<file path="src/rtl/age_matrix_pkg.sv">
// Shared types and helpers for the age-matrix controller: query FSM states
// and a lowest-set-bit search used by allocation, column drain and scan.
package age_matrix_pkg;

  typedef enum logic [1:0] {
    IDLE = 2'd0,
    SCAN = 2'd1,
    DONE = 2'd2
  } scan_state_t;

  localparam int LSB_MAX_W = 64;

  // Index of the lowest set bit; 0 when nothing is set (callers use an any flag).
  function automatic int lsb_index(input logic [LSB_MAX_W-1:0] vec);
    int idx;
    idx = 0;
    for (int i = LSB_MAX_W - 1; i >= 0; i--) begin
      if (vec[i]) idx = i;
    end
    return idx;
  endfunction

endpackage

</file>
<file path="src/rtl/age_matrix_prio_enc_lsb.sv">
// Lowest-set-bit encoder with an any-set flag; W must not exceed LSB_MAX_W.
module prio_enc_lsb
  import age_matrix_pkg::*;
#(
  parameter int W = 8,
  localparam int IW = (W > 1) ? $clog2(W) : 1
) (
  input  logic [W-1:0]  vec,
  output logic [IW-1:0] idx,
  output logic          any
);

  assign any = |vec;
  assign idx = IW'(lsb_index(LSB_MAX_W'(vec)));

endmodule

</file>
<file path="src/rtl/age_matrix_ctrl.sv">
// Issue-queue age-matrix controller: slot allocation, deferred column clears
// and sequential oldest-entry scan. Optional flush port: AGE_MATRIX_CTRL_FLUSH_EN.
module age_matrix_ctrl
  import age_matrix_pkg::*;
#(
  parameter int N_ENTRIES = 8,
  localparam int ID_WIDTH = $clog2(N_ENTRIES)
) (
  input  logic                 clk,
  input  logic                 rst_aL,
`ifdef AGE_MATRIX_CTRL_FLUSH_EN
  input  logic                 flush,
`endif
  input  logic                 alloc_req,
  output logic                 alloc_gnt,
  output logic [ID_WIDTH-1:0]  alloc_id,
  input  logic                 dealloc_en,
  input  logic [ID_WIDTH-1:0]  dealloc_id,
  input  logic                 query_req,
  output logic                 query_busy,
  output logic                 query_done,
  output logic                 query_empty,
  output logic [ID_WIDTH-1:0]  query_id,
  output logic [N_ENTRIES-1:0] valid_vec,
  output logic [ID_WIDTH-1:0]  row_rd_addr,
  input  logic [N_ENTRIES-1:0] row_rd_data,
  output logic                 row_wr_en,
  output logic [ID_WIDTH-1:0]  row_wr_addr,
  output logic [N_ENTRIES-1:0] row_wr_data,
  output logic                 col_wr_en,
  output logic [ID_WIDTH-1:0]  col_wr_addr,
  output logic [N_ENTRIES-1:0] col_wr_data
);

  logic                 flush_now;
  logic [N_ENTRIES-1:0] valid_reg, valid_next, pend_reg, pend_next;
  logic [N_ENTRIES-1:0] free_vec, dealloc_onehot, alloc_onehot, drain_onehot;
  logic [N_ENTRIES-1:0] above_idx, scan_src;
  logic [ID_WIDTH-1:0]  free_idx, pend_idx, scan_idx, wrap_idx;
  logic                 free_any, pend_any, scan_any, dealloc_ok;
  scan_state_t          state_reg, state_next;
  logic [ID_WIDTH-1:0]  idx_reg, idx_next, qid_reg, qid_next;
  logic                 empty_reg, empty_next;

`ifdef AGE_MATRIX_CTRL_FLUSH_EN
  assign flush_now = flush;
`else
  assign flush_now = 1'b0;
`endif

  assign free_vec = ~(valid_reg | pend_reg);

  prio_enc_lsb #(.W(N_ENTRIES)) u_alloc_enc (.vec(free_vec), .idx(free_idx), .any(free_any));
  prio_enc_lsb #(.W(N_ENTRIES)) u_drain_enc (.vec(pend_reg), .idx(pend_idx), .any(pend_any));
  prio_enc_lsb #(.W(N_ENTRIES)) u_scan_enc  (.vec(scan_src), .idx(scan_idx), .any(scan_any));

  // Write enables are gated by reset so the RAM sees no writes while held.
  assign alloc_gnt   = rst_aL & alloc_req & free_any & ~flush_now;
  assign alloc_id    = free_idx;
  assign dealloc_ok  = dealloc_en & valid_reg[dealloc_id] & ~flush_now;

  assign row_wr_en   = alloc_gnt;
  assign row_wr_addr = alloc_gnt ? free_idx : '0;
  assign row_wr_data = alloc_gnt ? (valid_reg & ~dealloc_onehot) : '0;

  assign col_wr_en   = rst_aL & ~alloc_gnt & pend_any;
  assign col_wr_addr = col_wr_en ? pend_idx : '0;
  assign col_wr_data = '0;

  assign valid_vec   = valid_reg;
  assign query_busy  = (state_reg == SCAN);
  assign query_done  = (state_reg == DONE);
  assign query_empty = empty_reg;
  assign query_id    = qid_reg;
  assign row_rd_addr = (state_reg == SCAN) ? idx_reg : '0;

  genvar gi;
  generate
    for (gi = 0; gi < N_ENTRIES; gi++) begin : g_bits
      assign dealloc_onehot[gi] = dealloc_en && (dealloc_id == ID_WIDTH'(gi));
      assign alloc_onehot[gi]   = alloc_gnt && (free_idx == ID_WIDTH'(gi));
      assign drain_onehot[gi]   = col_wr_en && (pend_idx == ID_WIDTH'(gi));
      assign above_idx[gi]      = (ID_WIDTH'(gi) > idx_reg);
    end
  endgenerate

  always_comb begin
    valid_next = valid_reg;
    pend_next  = pend_reg & ~drain_onehot;
    if (flush_now) begin
      pend_next  = pend_next | valid_reg;
      valid_next = '0;
    end else begin
      valid_next = valid_reg | alloc_onehot;
      if (dealloc_ok) begin
        valid_next = valid_next & ~dealloc_onehot;
        pend_next  = pend_next | dealloc_onehot;
      end
    end
  end

  // The scan encoder looks at the whole vector at start/restart, otherwise
  // only at entries above the current index.
  always_comb begin
    scan_src = valid_reg;
    if (state_reg == SCAN) begin
      scan_src = dealloc_en ? valid_next : (valid_reg & above_idx);
    end
  end

  assign wrap_idx = ID_WIDTH'(lsb_index(LSB_MAX_W'(valid_reg)));

  always_comb begin
    state_next = state_reg;
    idx_next   = idx_reg;
    qid_next   = qid_reg;
    empty_next = empty_reg;
    case (state_reg)
      IDLE: begin
        if (query_req) begin
          if (valid_reg == '0) begin
            state_next = DONE;
            empty_next = 1'b1;
          end else begin
            state_next = SCAN;
            idx_next   = scan_idx;
            empty_next = 1'b0;
          end
        end
      end
      SCAN: begin
        if (dealloc_en) begin
          if (!scan_any) begin
            state_next = DONE;
            empty_next = 1'b1;
          end else begin
            idx_next = scan_idx;
          end
        end else if ((row_rd_data & valid_reg) == '0) begin
          qid_next   = idx_reg;
          empty_next = 1'b0;
          state_next = DONE;
        end else begin
          // Wrap only guards against an inconsistent matrix; normally unreachable.
          idx_next = scan_any ? scan_idx : wrap_idx;
        end
      end
      DONE:    state_next = IDLE;
      default: state_next = IDLE;
    endcase
    if (flush_now) state_next = IDLE;
  end

  always_ff @(posedge clk or negedge rst_aL) begin
    if (!rst_aL) begin
      valid_reg <= '0;
      pend_reg  <= '0;
      state_reg <= IDLE;
      idx_reg   <= '0;
      qid_reg   <= '0;
      empty_reg <= 1'b0;
    end else begin
      valid_reg <= valid_next;
      pend_reg  <= pend_next;
      state_reg <= state_next;
      idx_reg   <= idx_next;
      qid_reg   <= qid_next;
      empty_reg <= empty_next;
    end
  end

endmodule

</file>
<file path="config.mk">
export PLATFORM = sky130hd
export DESIGN_NAME = age_matrix_ctrl
export DESIGN_NICKNAME = d
export VERILOG_FILES = /design/src/rtl/age_matrix_pkg.sv /design/src/rtl/age_matrix_prio_enc_lsb.sv /design/src/rtl/age_matrix_ctrl.sv
export SDC_FILE = /design/constraint.sdc
export NUM_CORES = 1
export LEC_CHECK = 0
export ABC_AREA = 1
export BUFFER_PORTS_ARGS = -buffer_cell sky130_fd_sc_hd__buf_2
export CORE_AREA = 4 4 78 80
export CTS_BUF_LIST = sky130_fd_sc_hd__clkbuf_8
export CTS_CLUSTER_SIZE = 40
export DETAILED_ROUTE_END_ITERATION = 10
export DIE_AREA = 0 0 82 84
export GPL_TIMING_DRIVEN = 0
export PLACE_DENSITY = 0.61
export SLEW_MARGIN = 25
export SYNTH_ARGS = -nofsm -noshare
export SYNTH_HDL_FRONTEND = slang
export SYNTH_SLANG_ARGS = --single-unit
</file>
<file path="constraint.sdc">
create_clock -name clk -period 2.4 [get_ports clk]
set_input_delay 0 -clock clk [delete_from_list [all_inputs] [get_ports clk]]
set_output_delay 0 -clock clk [all_outputs]
set_load 0.01 [all_outputs]
</file>
=== Word level (Yosys, flattened, before mapping) ===
Index checks and enable logic that the tools add are counted.

* Bits in registers: 25
* Latch bits: 0
* Bits in writable memories: 0
* Bits in read-only memories: 0
* Bits of input ports: 16
* Output and inout port bits: 45
* Word-level logic and storage cells: 161
* Memories: 0

* Add/subtract/negate cells: 0
* $mul: 0
* Divide/modulo/power cells: 0
* Order comparisons: 9
* Eq/ne operators: 29
* Shift-type cells: 0
* Multiplexer cells: 61
* Bitwise operators: 18
* Reductions and logical operators: 38

{| class="wikitable"
|+ Operators by type and width
! cell !! number
|-
| $mux 3 || 41
|-
| $and 8x8->8 || 5
|-
| $mux 8 || 5
|-
| $eq 3x3->1 const B || 12
|-
| $logic_and 1x1->1 || 24
|-
| $not 8->8 || 3
|-
| $or 8x8->8 || 3
|-
| $reduce_or 8->1 || 3
|-
| $eq 3x2->1 const B || 6
|-
| $logic_not 8->1 || 2
|-
| $gt 3x3->1 const A || 4
|-
| $mux 2 || 5
|-
| $eq 3x1->1 const B || 3
|-
| $logic_not 3->1 || 3
|-
| $gt 1x3->1 const A || 2
|-
| $gt 2x3->1 const A || 2
|-
| $mux 1 || 6
|-
| $ne 3x2->1 const B || 2
|-
| $ne 3x3->1 const B || 2
|-
| $pmux 3 s2 || 1
|-
| $reduce_and 3->1 || 2
|-
| $and 1x1->1 || 5
|-
| $reduce_and 5->1 || 1
|-
| $lt 3x4->1 const B || 1
|-
| other kinds (10) || 12
|}

=== Logic depth before layout (Yosys ltp) ===
Gate-level depths: netlist of the first run.

* Depth after elaboration: 29
* Mapped depth: 24
* Mapped depth without buffers: 24

=== Cells and area by module ===
A second synthesis of the first run with hierarchy kept.

* Cells, all modules: 344
* Area total of the unflattened synthesis: 2047.0 µm²

{| class="wikitable"
|+ Modules (own cells, without submodules)
! module !! times used !! cells each !! area an instance (µm²) !! sequential area each (µm²)
|-
| age_matrix_ctrl || 1 || 278 || 1750.4 || 625.6
|-
| prio_enc_lsb || 3 || 22 || 98.8 || 0.0
|}

=== Worst setup path after synthesis of the first run ===
No wires, ideal clock.

* Path kind: reg2reg
* Start: reg valid_reg[2] (netlist: valid_vec[2])
* End: reg idx_reg[0]
* Library setup time: 0.116 ns
* Data arrival time: 2.033 ns
* Required time: 2.284 ns
* Path slack: 0.250 ns
* Cell stages (with the launch flop): 18
* Buffers on the path: 0
* Period minus slack after synthesis: 2.150 ns
* Cell sequence: dfrtp_1 -> or2_1 -> nand2_1 -> inv_2 -> a21oi_4 -> nor2_2 -> nand2_1 -> nand2_1 -> nand3_1 -> nand2_2 -> nor2_4 -> nand2_4 -> nor2_8 -> nand2_2 -> nor2_1 -> nor2_1 -> nand2_1 -> nand2_1

* Cells in the longest elaborated chain, start to end: 24
* Elaborated cells between the ends (all ways): 58
* Classes of those cells: eq/ne (10); mux (26); bitwise (8); reduce/logical (14)

{| class="wikitable"
|+ RTL lines
! element !! line !! source
|-
| from (decl) || age_matrix_ctrl.sv:36 || <nowiki>logic [N_ENTRIES-1:0] valid_reg, valid_next, pend_reg, pend_next;</nowiki>
|-
| from (signal assigned) || age_matrix_ctrl.sv:163 || <nowiki>valid_reg <= valid_next;</nowiki>
|-
| $or 8x8->8 * || age_matrix_ctrl.sv:51 || <nowiki>assign free_vec = ~(valid_reg | pend_reg);</nowiki>
|-
| $not 8->8 * || age_matrix_ctrl.sv:51 ||
|-
| $mux 3 * (3 in a row) || age_matrix_pkg.sv:18 || <nowiki>if (vec[i]) idx = i;</nowiki>
|-
| named net alloc_id[1] || age_matrix_ctrl.sv:16 || <nowiki>output logic [ID_WIDTH-1:0] alloc_id,</nowiki>
|-
| $eq 3x3->1 || age_matrix_ctrl.sv:81 || <nowiki>assign alloc_onehot[gi] = alloc_gnt && (free_idx == ID_WIDTH'(gi));</nowiki>
|-
| $logic_and 1x1->1 || age_matrix_ctrl.sv:81 ||
|-
| $or 8x8->8 * || age_matrix_ctrl.sv:94 || <nowiki>valid_next = valid_reg | alloc_onehot;</nowiki>
|-
| $and 8x8->8 || age_matrix_ctrl.sv:96 || <nowiki>valid_next = valid_next & ~dealloc_onehot;</nowiki>
|-
| $mux 8 * || age_matrix_ctrl.sv:95 || <nowiki>if (dealloc_ok) begin</nowiki>
|-
| $mux 8 * || age_matrix_ctrl.sv:107 || <nowiki>scan_src = dealloc_en ? valid_next : (valid_reg & above_idx);</nowiki>
|-
| $mux 8 * || age_matrix_ctrl.sv:106 || <nowiki>if (state_reg == SCAN) begin</nowiki>
|-
| $mux 3 (8 in a row) || age_matrix_pkg.sv:18 ||
|-
| $mux 3 || age_matrix_ctrl.sv:145 || <nowiki>idx_next = scan_any ? scan_idx : wrap_idx;</nowiki>
|-
| $mux 3 || age_matrix_ctrl.sv:139 || <nowiki>end else if ((row_rd_data & valid_reg) == '0) begin</nowiki>
|-
| $mux 3 || age_matrix_ctrl.sv:132 || <nowiki>if (dealloc_en) begin</nowiki>
|-
| $pmux 3 s2 || age_matrix_ctrl.sv:118 || <nowiki>case (state_reg)</nowiki>
|-
| to (signal assigned) || age_matrix_ctrl.sv:166 || <nowiki>idx_reg <= idx_next;</nowiki>
|-
| to (decl) || age_matrix_ctrl.sv:42 || <nowiki>logic [ID_WIDTH-1:0] idx_reg, idx_next, qid_reg, qid_next;</nowiki>
|}

The timed path passes the listed nets; every way through them passes the cells marked *. The select of a mux whose other input is x is not followed.
A chain may end at the register's enable or synchronous reset.

=== Worst setup path in the final report of the first run ===
* Start: reg pend_reg[5]
* End: reg idx_reg[0]

* Cells in the longest elaborated chain, start to end: 27
* Elaborated cells between the ends (all ways): 49
* Classes of those cells: eq/ne (8); mux (24); bitwise (5); reduce/logical (12)

{| class="wikitable"
|+ RTL lines
! element !! line !! source
|-
| from (decl) || age_matrix_ctrl.sv:36 ||
|-
| from (signal assigned) || age_matrix_ctrl.sv:164 || <nowiki>pend_reg <= pend_next;</nowiki>
|-
| $or 8x8->8 * || age_matrix_ctrl.sv:51 ||
|-
| $not 8->8 * || age_matrix_ctrl.sv:51 ||
|-
| $mux 3 (6 in a row) || age_matrix_pkg.sv:18 ||
|-
| $eq 3x3->1 || age_matrix_ctrl.sv:81 ||
|-
| $logic_and 1x1->1 || age_matrix_ctrl.sv:81 ||
|-
| $or 8x8->8 * || age_matrix_ctrl.sv:94 ||
|-
| $and 8x8->8 || age_matrix_ctrl.sv:96 ||
|-
| $mux 8 * || age_matrix_ctrl.sv:95 ||
|-
| $mux 8 * || age_matrix_ctrl.sv:107 ||
|-
| $mux 8 * || age_matrix_ctrl.sv:106 ||
|-
| $mux 3 (8 in a row) || age_matrix_pkg.sv:18 ||
|-
| $mux 3 || age_matrix_ctrl.sv:145 ||
|-
| $mux 3 || age_matrix_ctrl.sv:139 ||
|-
| $mux 3 || age_matrix_ctrl.sv:132 ||
|-
| $pmux 3 s2 || age_matrix_ctrl.sv:118 ||
|}

Every way passes the cells marked *; elsewhere a longest branch is shown, timed or not. The select of a mux whose other input is x is not followed.

==> reports/metrics.csv, run 1 <==
stage;metric;value;unit
min_path;hold path startpoint;query_req;
cts;clk buf depth;2;
cts;CTS Root Cell;clkbuf_8;
timing;final setup vio count;0;
final_layout;filler cell count;567;
die;FP Rows;27;
cts;CTS clock-pin slew for the worst setup and hold paths;0.10;ns
grt;first-pass GRT wire length;10000;µm
min_path;min-delay worst type;input pin to flop;
final_layout;layout cells sized above 1;35.4;%
timing;Tmin final;2.31;ns
placement;pre-CTS setup slack;0.00663;ns
drt;DRT iter0 DRCs;163;
synth;Synth Register Bits;25;
power;worst vdd ir;0.554;mV
setup_path;crit path from;pend_reg[5];
synth;Netlist Area Pre-Place;0.00211;mm²
timing;Slew Limit Fails;0;
final_layout;final instance area;0.00276;mm²
setup_path;Largest delay share family, worst path;simple AND/OR/NAND/NOR gates;
cts;clk sinks;25;
grt;vias in the first global route;2108;
synth;Synth area leaders;dfrtp_1, nand2_1, nor2_1;
die;# IOs;61;
drt;vias per inst;4.94;
setup_path;CP Data Required Time;2.57;ns
drt;DR WL/cell;13.7;µm
grt;largest net degree at the start of global routing;29;
timing;fin crit share;96.4;%
setup_path;r2r setup slk;0.09;ns
setup_path;Critical Path Stages;17;
cts;Num CTS Buffers;3;
drt;DRC Markers;0;
synth;Syn Inst Count;326;
drt;vias;2366;
synth;Synth Area per Inst;6.47;µm²
timing;Hold WS;0.164;ns
drt;first-pass detailed-route iteration total;4;
final_layout;# diodes;0;
setup_path;crit-path cells;nor2_2 -> nor2_1 -> o21ai_2 -> a21oi_4 -> inv_2 -> nand2_2 -> o21ai_1 -> nand3_1 -> nand2_1 -> nor2_4 -> nand2_2 -> nor2_8 -> nand2_2 -> nor2_2 -> nor2_1 -> nand2_1 -> nand2_1;
drt;final WL;6570;µm
power;Leakage Power;1.50;nW
power;total chip power;3.66;mW
synth;cell taking the most area after synthesis;dfrtp_1;
grt;initial antenna violation count;0;
placement;PortBufs;52;
synth;sequential fraction of the synthesis area;29.7;%
placement;post-DP HPWL;4990;µm
timing;RSZ-0062 raised after global routing;true;
placement;Post-DP Area;0.00248;mm²
outcome;status;completed;
setup_path;CP Class;flop to flop;
cts;H-tree Lvls;1;
setup_path;slowest stage delay, CP;0.45;ns
placement;GPL Wtd Cong;0.921;
timing;skew final;0.00912;ns
die;Initial Util;39.0;%
setup_path;R2R cell count;17;
die;die width;82;µm
setup_path;Startpoint Class;flop;
synth;Yosys top cell area share;29.7;%
timing;fmax;0.432;GHz
setup_path;slowest cell on the critical path;dfrtp_1;
job;# Max-Cap Violations;0;
cts;CTS tree;built;
cts;Clock Latency Late Sink;0.28;ns
grt;GRT overflow;0;
synth;Ys Warns;0;
setup_path;crit path DAT;2.48;ns
drt;ANT nets after route;0;
timing;Final Hold Viols;0;
setup_path;Crit Reg-Reg Startpoint;pend_reg[5];
final_layout;synthesis-to-layout area growth;30.9;%
timing;worst setup margin;0.0856;ns
final_layout;# nets final;424;
final_layout;most frequent cells in the layout;nand2_1, buf_2, inv_1;
die;Die ar.;0.00689;mm²
final_layout;Layout Utilization;51.1;%
final_layout;commonest non-fill, non-tap cell in the layout;nand2_1;
setup_path;crit path buf inv count;1;
die;Die Ht;84;µm
grt;gr usage total;18.6;%
min_path;hold path cells;5;
power;pwr dens;1320;mW/mm²
timing;Slew @ Worst Pin;0.549;ns
synth;count of unique library cells instantiated by Yosys;38;
setup_path;Worst setup EP type;flop;
timing;Slew headroom;63.1;%
die;Core Area;0.00541;mm²
setup_path;crit-path max FO;6;
-- per-layer routing --
| metal | vias up | wire length [µm] | track usage (%) |
|---|---|---|---|
| li1 | 1192 | - | - |
| met5 | - | 0 | 0 |
| met1 | 1072 | 3070 | 27.6 |
| met4 | 0 | 69 | 4.83 |
| met2 | 96 | 2920 | 27.9 |
| met3 | 6 | 511 | 2.48 |
-- synthesized netlist by cell type --
master / number
nor2_4: 2
nand2_1: 77
clkinv_1: 1
o211ai_1: 2
nor2_2: 5
dfrtp_1: 25
inv_2: 13
o311ai_0: 3
buf_4: 9
nand4_1: 1
a22o_1: 2
a21boi_4: 1
a21oi_1: 5
nor3_1: 14
conb_1: 1
nand2_2: 10
clkbuf_1: 1
inv_1: 41
a311oi_1: 1
nor4_1: 2
nand3_2: 1
a21boi_0: 3
or2_1: 1
nor2_1: 43
a221oi_1: 2
o31ai_1: 1
o21ai_4: 1
and2_1: 5
nor2_8: 1
o22ai_1: 2
a21oi_4: 1
o22ai_2: 2
o21a_1: 3
nand2_4: 1
nand3_1: 21
o21ai_1: 6
o21ai_0: 15
buf_2: 1
-- where the power goes --
part	switching (mW)	total [mW]	internal (mW)
clock network	0.144	0.259	0.115
logic	1.58	2.58	0.990
registers	0.209	0.823	0.614
-- cell type report --
cell class                      count  area (µm²)  area share (%)
Multi-Input combinational cell    242        1290            46.6
Clock inverter                      1        3.75           0.136
Buffer                             11        76.3            2.77
Inverter                           55         211            7.66
Tap cell                           72        90.1            3.26
Timing Repair Buffer               70         413            15.0
Clock buffer                        3        41.3            1.50
Sequential cell                    25         637            23.1
-- cell families (layout without fill, tap and decap cells) --
group,Yosys count,count (layout),synth area share (%)
and+or+nand+nor,184,184,39.8
buffers and inverters,66,140,13.4
DFF,25,25,29.7
other,1,8,0.178
AOI/OAI and AO/OA,50,50,16.9
-- tightest hold or removal path: cells and delay by family --
family | cells | cell delay, ns
and+or+nand+nor | 4 | 0.31
buffers and inverters | 1 | 0.09
-- worst paths after layout --
check	endpoint
hold reg to reg	query_empty
hold / removal	state_reg[1]
setup reg to reg	idx_reg[0]
min in group asynchronous	pend_reg[3]
max in group asynchronous	valid_vec[1]
setup / recovery	idx_reg[0]
-- through the flow --
step	cells	setup TNS, ns
2_1_floorplan	333	0
3_3_place_gp	457	0
3_5_place_dp	457	0
4_1_cts	462	0
5_1_grt	479	-0.108
6_report	479	0
-- timing repair --
item,4_1_cts,5_1_grt
pin swaps,0,9
hold buffers,1,0
setup buffers,0,17
resized for setup,3,30
endpoints found under the hold margin,25,0
setup endpoints to repair,1,16
(Power assumes the default switching activity.)
==> inputs of run 2 (changes only) <==
--- a/config.mk
+++ b/config.mk
@@ -7,11 +7,12 @@
 export LEC_CHECK = 0
 export ABC_AREA = 1
 export BUFFER_PORTS_ARGS = -buffer_cell sky130_fd_sc_hd__buf_2
-export CORE_AREA = 4 4 78 80
+export CORE_AREA = 4 4 92 68
 export CTS_BUF_LIST = sky130_fd_sc_hd__clkbuf_8
+export CTS_CLUSTER_DIAMETER = 150
 export CTS_CLUSTER_SIZE = 40
 export DETAILED_ROUTE_END_ITERATION = 10
-export DIE_AREA = 0 0 82 84
+export DIE_AREA = 0 0 96 72
 export GPL_TIMING_DRIVEN = 0
 export PLACE_DENSITY = 0.61
 export SLEW_MARGIN = 25
==> reports/metrics.csv, run 2 (synthesized netlist as in run 1, its figures left out) <==
stage;metric;value;unit
die;Core Area;0.00550;mm²
drt;ANT nets after route;0;
drt;DRT iter0 DRCs;194;
final_layout;area of the multi-input gates;0.00134;mm²
setup_path;RR Endpoint;idx_reg[0];
setup_path;r2r setup slk;0.07;ns
final_layout;# nets final;423;
placement;GPL Wtd Cong;0.867;
setup_path;Crit Reg-Reg Startpoint;valid_vec[2];
grt;largest net degree at the start of global routing;29;
power;worst vdd ir;0.602;mV
final_layout;synthesis-to-layout area growth;32.6;%
min_path;WHS Endpoint;state_reg[1];
setup_path;Worst setup EP type;flop;
final_layout;filler cell count;585;
timing;Slew @ Worst Pin;0.486;ns
outcome;status;completed;
timing;fin crit share;97.2;%
cts;clk sinks;25;
job;# Max-Cap Violations;0;
min_path;min-delay worst type;input pin to flop;
die;Die ar.;0.00691;mm²
cts;clk buf depth;2;
setup_path;Startpoint Class;flop;
drt;vias;2394;
final_layout;most frequent cells in the layout;nand2_1, buf_2, inv_1;
cts;Num CTS Buffers;3;
timing;final setup vio count;0;
final_layout;# diodes;0;
cts;Clock Latency Late Sink;0.28;ns
final_layout;layout cells sized above 1;37.7;%
die;# IOs;61;
timing;RSZ-0062 raised after global routing;true;
cts;H-tree Lvls;1;
setup_path;CP Class;flop to flop;
cts;CTS clock-pin slew for the worst setup and hold paths;0.10;ns
drt;final WL;6770;µm
setup_path;CP Data Required Time;2.57;ns
final_layout;Register Area;636;µm²
die;FP Rows;23;
final_layout;commonest non-fill, non-tap cell in the layout;nand2_1;
drt;vias per inst;4.98;
drt;first-pass detailed-route iteration total;5;
timing;skew final;0.00755;ns
timing;fmax;0.429;GHz
grt;initial antenna violation count;0;
die;die width;96;µm
die;Initial Util;38.4;%
grt;vias in the first global route;2159;
timing;Final Hold Viols;0;
grt;gr usage total;19.9;%
setup_path;crit-path max FO;5;
setup_path;crit path DAT;2.51;ns
timing;Slew headroom;67.3;%
timing;Slew Limit Fails;0;
placement;PortBufs;52;
grt;GRT overflow;0;
timing;total negative slack;0;ns
power;pwr dens;1340;mW/mm²
power;total chip power;3.73;mW
min_path;hold path cells;5;
drt;DRC Markers;0;
setup_path;R2R cell count;17;
cts;CTS Root Cell;clkbuf_8;
die;Die Ht;72;µm
power;Leakage Power;1.52;nW
placement;post-DP HPWL;5210;µm
drt;DR WL/cell;14.1;µm
min_path;hold path startpoint;query_req;
cts;CTS tree;built;
timing;Tmin final;2.33;ns
grt;first-pass GRT wire length;10800;µm
-- run 2: changes by cell type in the layout (fill, tap and decap cells not counted), sizes merged --
cell / before / now
inv: 56 / 55
clkinv: 0 / 1
buf: 78 / 76
clkbuf: 5 / 6
-- run 2: worst max path at each step --
stage                     slack (ns)    startpoint         end  cells after the start
after CTS                      0.004  valid_vec[2]  idx_reg[0]                     15
final                           0.07  valid_vec[2]  idx_reg[0]                     17
after detailed placement       -0.03  valid_vec[2]  idx_reg[0]                     17
after global routing           -0.13  valid_vec[2]  idx_reg[0]                     17
after global placement        -0.004  valid_vec[4]  idx_reg[0]                     15
after floorplan                 0.25  valid_vec[2]  idx_reg[0]                     17
-- run 2: repair_timing --
action | in CTS | in global routing
pin swaps | 1 | 12
setup endpoints to repair | 1 | 18
buffers inserted | 1 | 15
gates cloned | 0 | 0
resized for setup | 3 | 45
hold buffers | 1 | 0
hold endpoints to repair | 25 | 0
-- run 2: final cells by class --
class	count	share of cell area, %
Timing Repair Buffer	69	14.2
Clock buffer	3	1.48
Multi-Input combinational cell	242	47.7
Tap cell	75	3.36
Buffer	11	2.86
Sequential cell	25	22.7
Inverter	55	7.47
Clock inverter	1	0.179
-- run 2: layer usage --
layer / global-route usage [%] / routed length (µm) / up-vias
met5: 0 / 0 / -
li1: - / - / 1189
met3: 4.35 / 475 / 6
met2: 28.2 / 2770 / 92
met4: 2.37 / 42 / 0
met1: 31.4 / 3480 / 1107
-- run 2: worst max-delay path: stages (launching register included) --
cell     delay (ns)
dfrtp_2        0.45
or2_4          0.27
nand2_2        0.08
inv_2          0.05
a21oi_4        0.26
inv_2          0.07
nand2_2        0.08
o21ai_1        0.07
nand3_1        0.10
nand2_2        0.08
nor2_4         0.14
nand2_4        0.09
nor2_8         0.18
nand2_1        0.08
nand2_2        0.09
nor2_1         0.05
nand2_1        0.06
nand2_1        0.04
-- run 2: where the power goes --
| group | switching, mW | internal, mW |
|---|---|---|
| sequential | 0.228 | 0.612 |
| clock | 0.149 | 0.117 |
| combinational | 1.63 | 0.996 |
-- run 2: through the flow --
stage / cells / util, % / setup WS [ns] / hold slack, ns / cell area, µm²
5_1_grt: 481 / 50.9 / -0.135 / 0.164 / 2800
4_1_cts: 466 / 46.5 / 0.00435 / 0.147 / 2560
3_5_place_dp: 460 / 45.3 / -0.0252 / 0.0604 / 2490
3_3_place_gp: 460 / 45.3 / -0.00370 / 0.0609 / 2490
2_1_floorplan: 333 / - / 0.250 / -0.296 / 2130
6_report: 481 / 50.9 / 0.0673 / 0.127 / 2800
==> inputs of run 3 (changes only) <==
--- a/config.mk
+++ b/config.mk
@@ -10,11 +10,12 @@
 export CORE_AREA = 4 4 92 68
 export CTS_BUF_LIST = sky130_fd_sc_hd__clkbuf_8
 export CTS_CLUSTER_DIAMETER = 150
-export CTS_CLUSTER_SIZE = 40
+export CTS_CLUSTER_SIZE = 14
 export DETAILED_ROUTE_END_ITERATION = 10
 export DIE_AREA = 0 0 96 72
 export GPL_TIMING_DRIVEN = 0
 export PLACE_DENSITY = 0.61
+export RECOVER_POWER = 50
 export SLEW_MARGIN = 25
 export SYNTH_ARGS = -nofsm -noshare
 export SYNTH_HDL_FRONTEND = slang
==> reports/metrics.csv, run 3 (synthesized netlist as in run 1, its figures left out) <==
stage;metric;value;unit
timing;fmax;0.429;GHz
cts;CTS Root Cell;clkbuf_8;
power;worst vdd ir;0.602;mV
placement;PortBufs;52;
drt;vias per inst;4.97;
final_layout;fin cells;481;
cts;clk sinks;25;
job;# Max-Cap Violations;0;
power;pwr dens;1340;mW/mm²
timing;Tmin final;2.33;ns
placement;DP Cell Count;460;
setup_path;crit path from;valid_vec[2];
cts;H-tree Lvls;1;
setup_path;crit-path max FO;5;
min_path;hold path startpoint;query_req;
timing;skew final;0.00751;ns
final_layout;Register Area;636;µm²
final_layout;# diodes;0;
setup_path;CP Data Required Time;2.57;ns
final_layout;filler cell count;589;
power;Leakage Power;1.51;nW
drt;DR WL/cell;14.1;µm
setup_path;Worst setup EP type;flop;
timing;RSZ-0062 raised after global routing;true;
die;Core Area;0.00550;mm²
placement;post-DP HPWL;5210;µm
timing;Final Hold Viols;0;
power;total chip power;3.73;mW
cts;Clock Latency Late Sink;0.28;ns
final_layout;commonest non-fill, non-tap cell in the layout;nand2_1;
drt;Post-Route M1 WL;3460;µm
drt;first-pass detailed-route iteration total;5;
die;# IOs;61;
setup_path;R2R cell count;17;
cts;Num CTS Buffers;3;
setup_path;Startpoint Class;flop;
final_layout;# nets final;423;
timing;Slew Limit Fails;0;
grt;gr usage total;19.9;%
setup_path;RR Endpoint;idx_reg[0];
drt;ANT nets after route;0;
grt;first-pass GRT wire length;10800;µm
timing;final setup vio count;0;
drt;final WL;6790;µm
final_layout;synthesis-to-layout area growth;32.4;%
grt;GRT overflow;0;
cts;clk buf depth;2;
min_path;min-delay worst type;input pin to flop;
drt;DRC Markers;0;
die;Die ar.;0.00691;mm²
grt;largest net degree at the start of global routing;29;
grt;initial antenna violation count;0;
drt;Top Layer Used;met4;
grt;vias in the first global route;2159;
drt;routed wl met2;2790;µm
die;FP Rows;23;
drt;WL met3;502;µm
timing;Slew @ Worst Pin;0.486;ns
setup_path;Crit Reg-Reg Startpoint;valid_vec[2];
die;Initial Util;38.4;%
drt;vias;2391;
final_layout;area of the multi-input gates;0.00134;mm²
drt;DRT iter0 DRCs;194;
final_layout;layout cells sized above 1;36.7;%
timing;Slew headroom;67.3;%
die;Die Ht;72;µm
final_layout;Layout Utilization;50.8;%
timing;fin crit share;97.2;%
outcome;status;completed;
die;die width;96;µm
final_layout;most frequent cells in the layout;nand2_1, buf_2, inv_1;
cts;CTS clock-pin slew for the worst setup and hold paths;0.10;ns
placement;GPL Wtd Cong;0.867;
setup_path;crit path DAT;2.51;ns
cts;CTS tree;built;
min_path;hold path cells;5;
setup_path;r2r setup slk;0.07;ns
setup_path;CP Class;flop to flop;
min_path;WHS Endpoint;state_reg[1];
[run 3: cell type report]
type,count,area share [%]
Buffer,11,2.87
Sequential cell,25,22.8
Clock buffer,3,1.48
Clock inverter,1,0.179
Tap cell,75,3.36
Timing Repair Buffer,69,14.0
Inverter,55,7.49
Multi-Input combinational cell,242,47.8
[run 3: worst max path at each step]
stage	end	cells past startpoint	slack, ns
3_5_place_dp	idx_reg[0]	17	-0.03
4_1_cts	idx_reg[0]	15	0.004
5_1_grt	idx_reg[0]	17	-0.13
3_3_place_gp	idx_reg[0]	15	-0.004
2_1_floorplan	idx_reg[0]	17	0.25
6_report	idx_reg[0]	17	0.07
[run 3: worst max-delay path, cell delays in order (launching register included)]
cell     delay (ns)
dfrtp_2        0.45
or2_4          0.27
nand2_2        0.08
inv_2          0.05
a21oi_4        0.26
inv_2          0.07
nand2_2        0.08
o21ai_1        0.07
nand3_1        0.10
nand2_2        0.08
nor2_4         0.14
nand2_4        0.09
nor2_8         0.18
nand2_1        0.08
nand2_2        0.09
nor2_1         0.05
nand2_1        0.06
nand2_1        0.04
[run 3: per-stage QoR]
stage / TNS (ns) / setup WS (ns) / hold slack, ns / cell area [µm²]
5_1_grt: -0.286 / -0.135 / 0.164 / 2790
6_report: 0 / 0.0676 / 0.127 / 2790
3_5_place_dp: -0.0252 / -0.0252 / 0.0604 / 2490
2_1_floorplan: 0 / 0.250 / -0.296 / 2130
4_1_cts: 0 / 0.00435 / 0.147 / 2560
3_3_place_gp: -0.00370 / -0.00370 / 0.0609 / 2490
[run 3: timing repair]
item / in CTS / in global routing
hold endpoints to repair: 25 / 0
setup endpoints to repair: 1 / 18
gates resized for setup: 3 / 45
hold buffers: 1 / 0
pin swaps: 1 / 12
gates cloned: 0 / 0
buffers inserted: 1 / 15
[run 3: report_power, final]
part	internal, mW	switching (mW)
sequential	0.612	0.230
combinational	0.988	1.63
clock	0.117	0.149
[run 3: routing by layer]
metal / vias to the layer above / track usage, %
met5: - / 0
met4: 0 / 2.37
met3: 2 / 4.35
met2: 88 / 28.2
met1: 1112 / 31.4
li1: 1189 / -
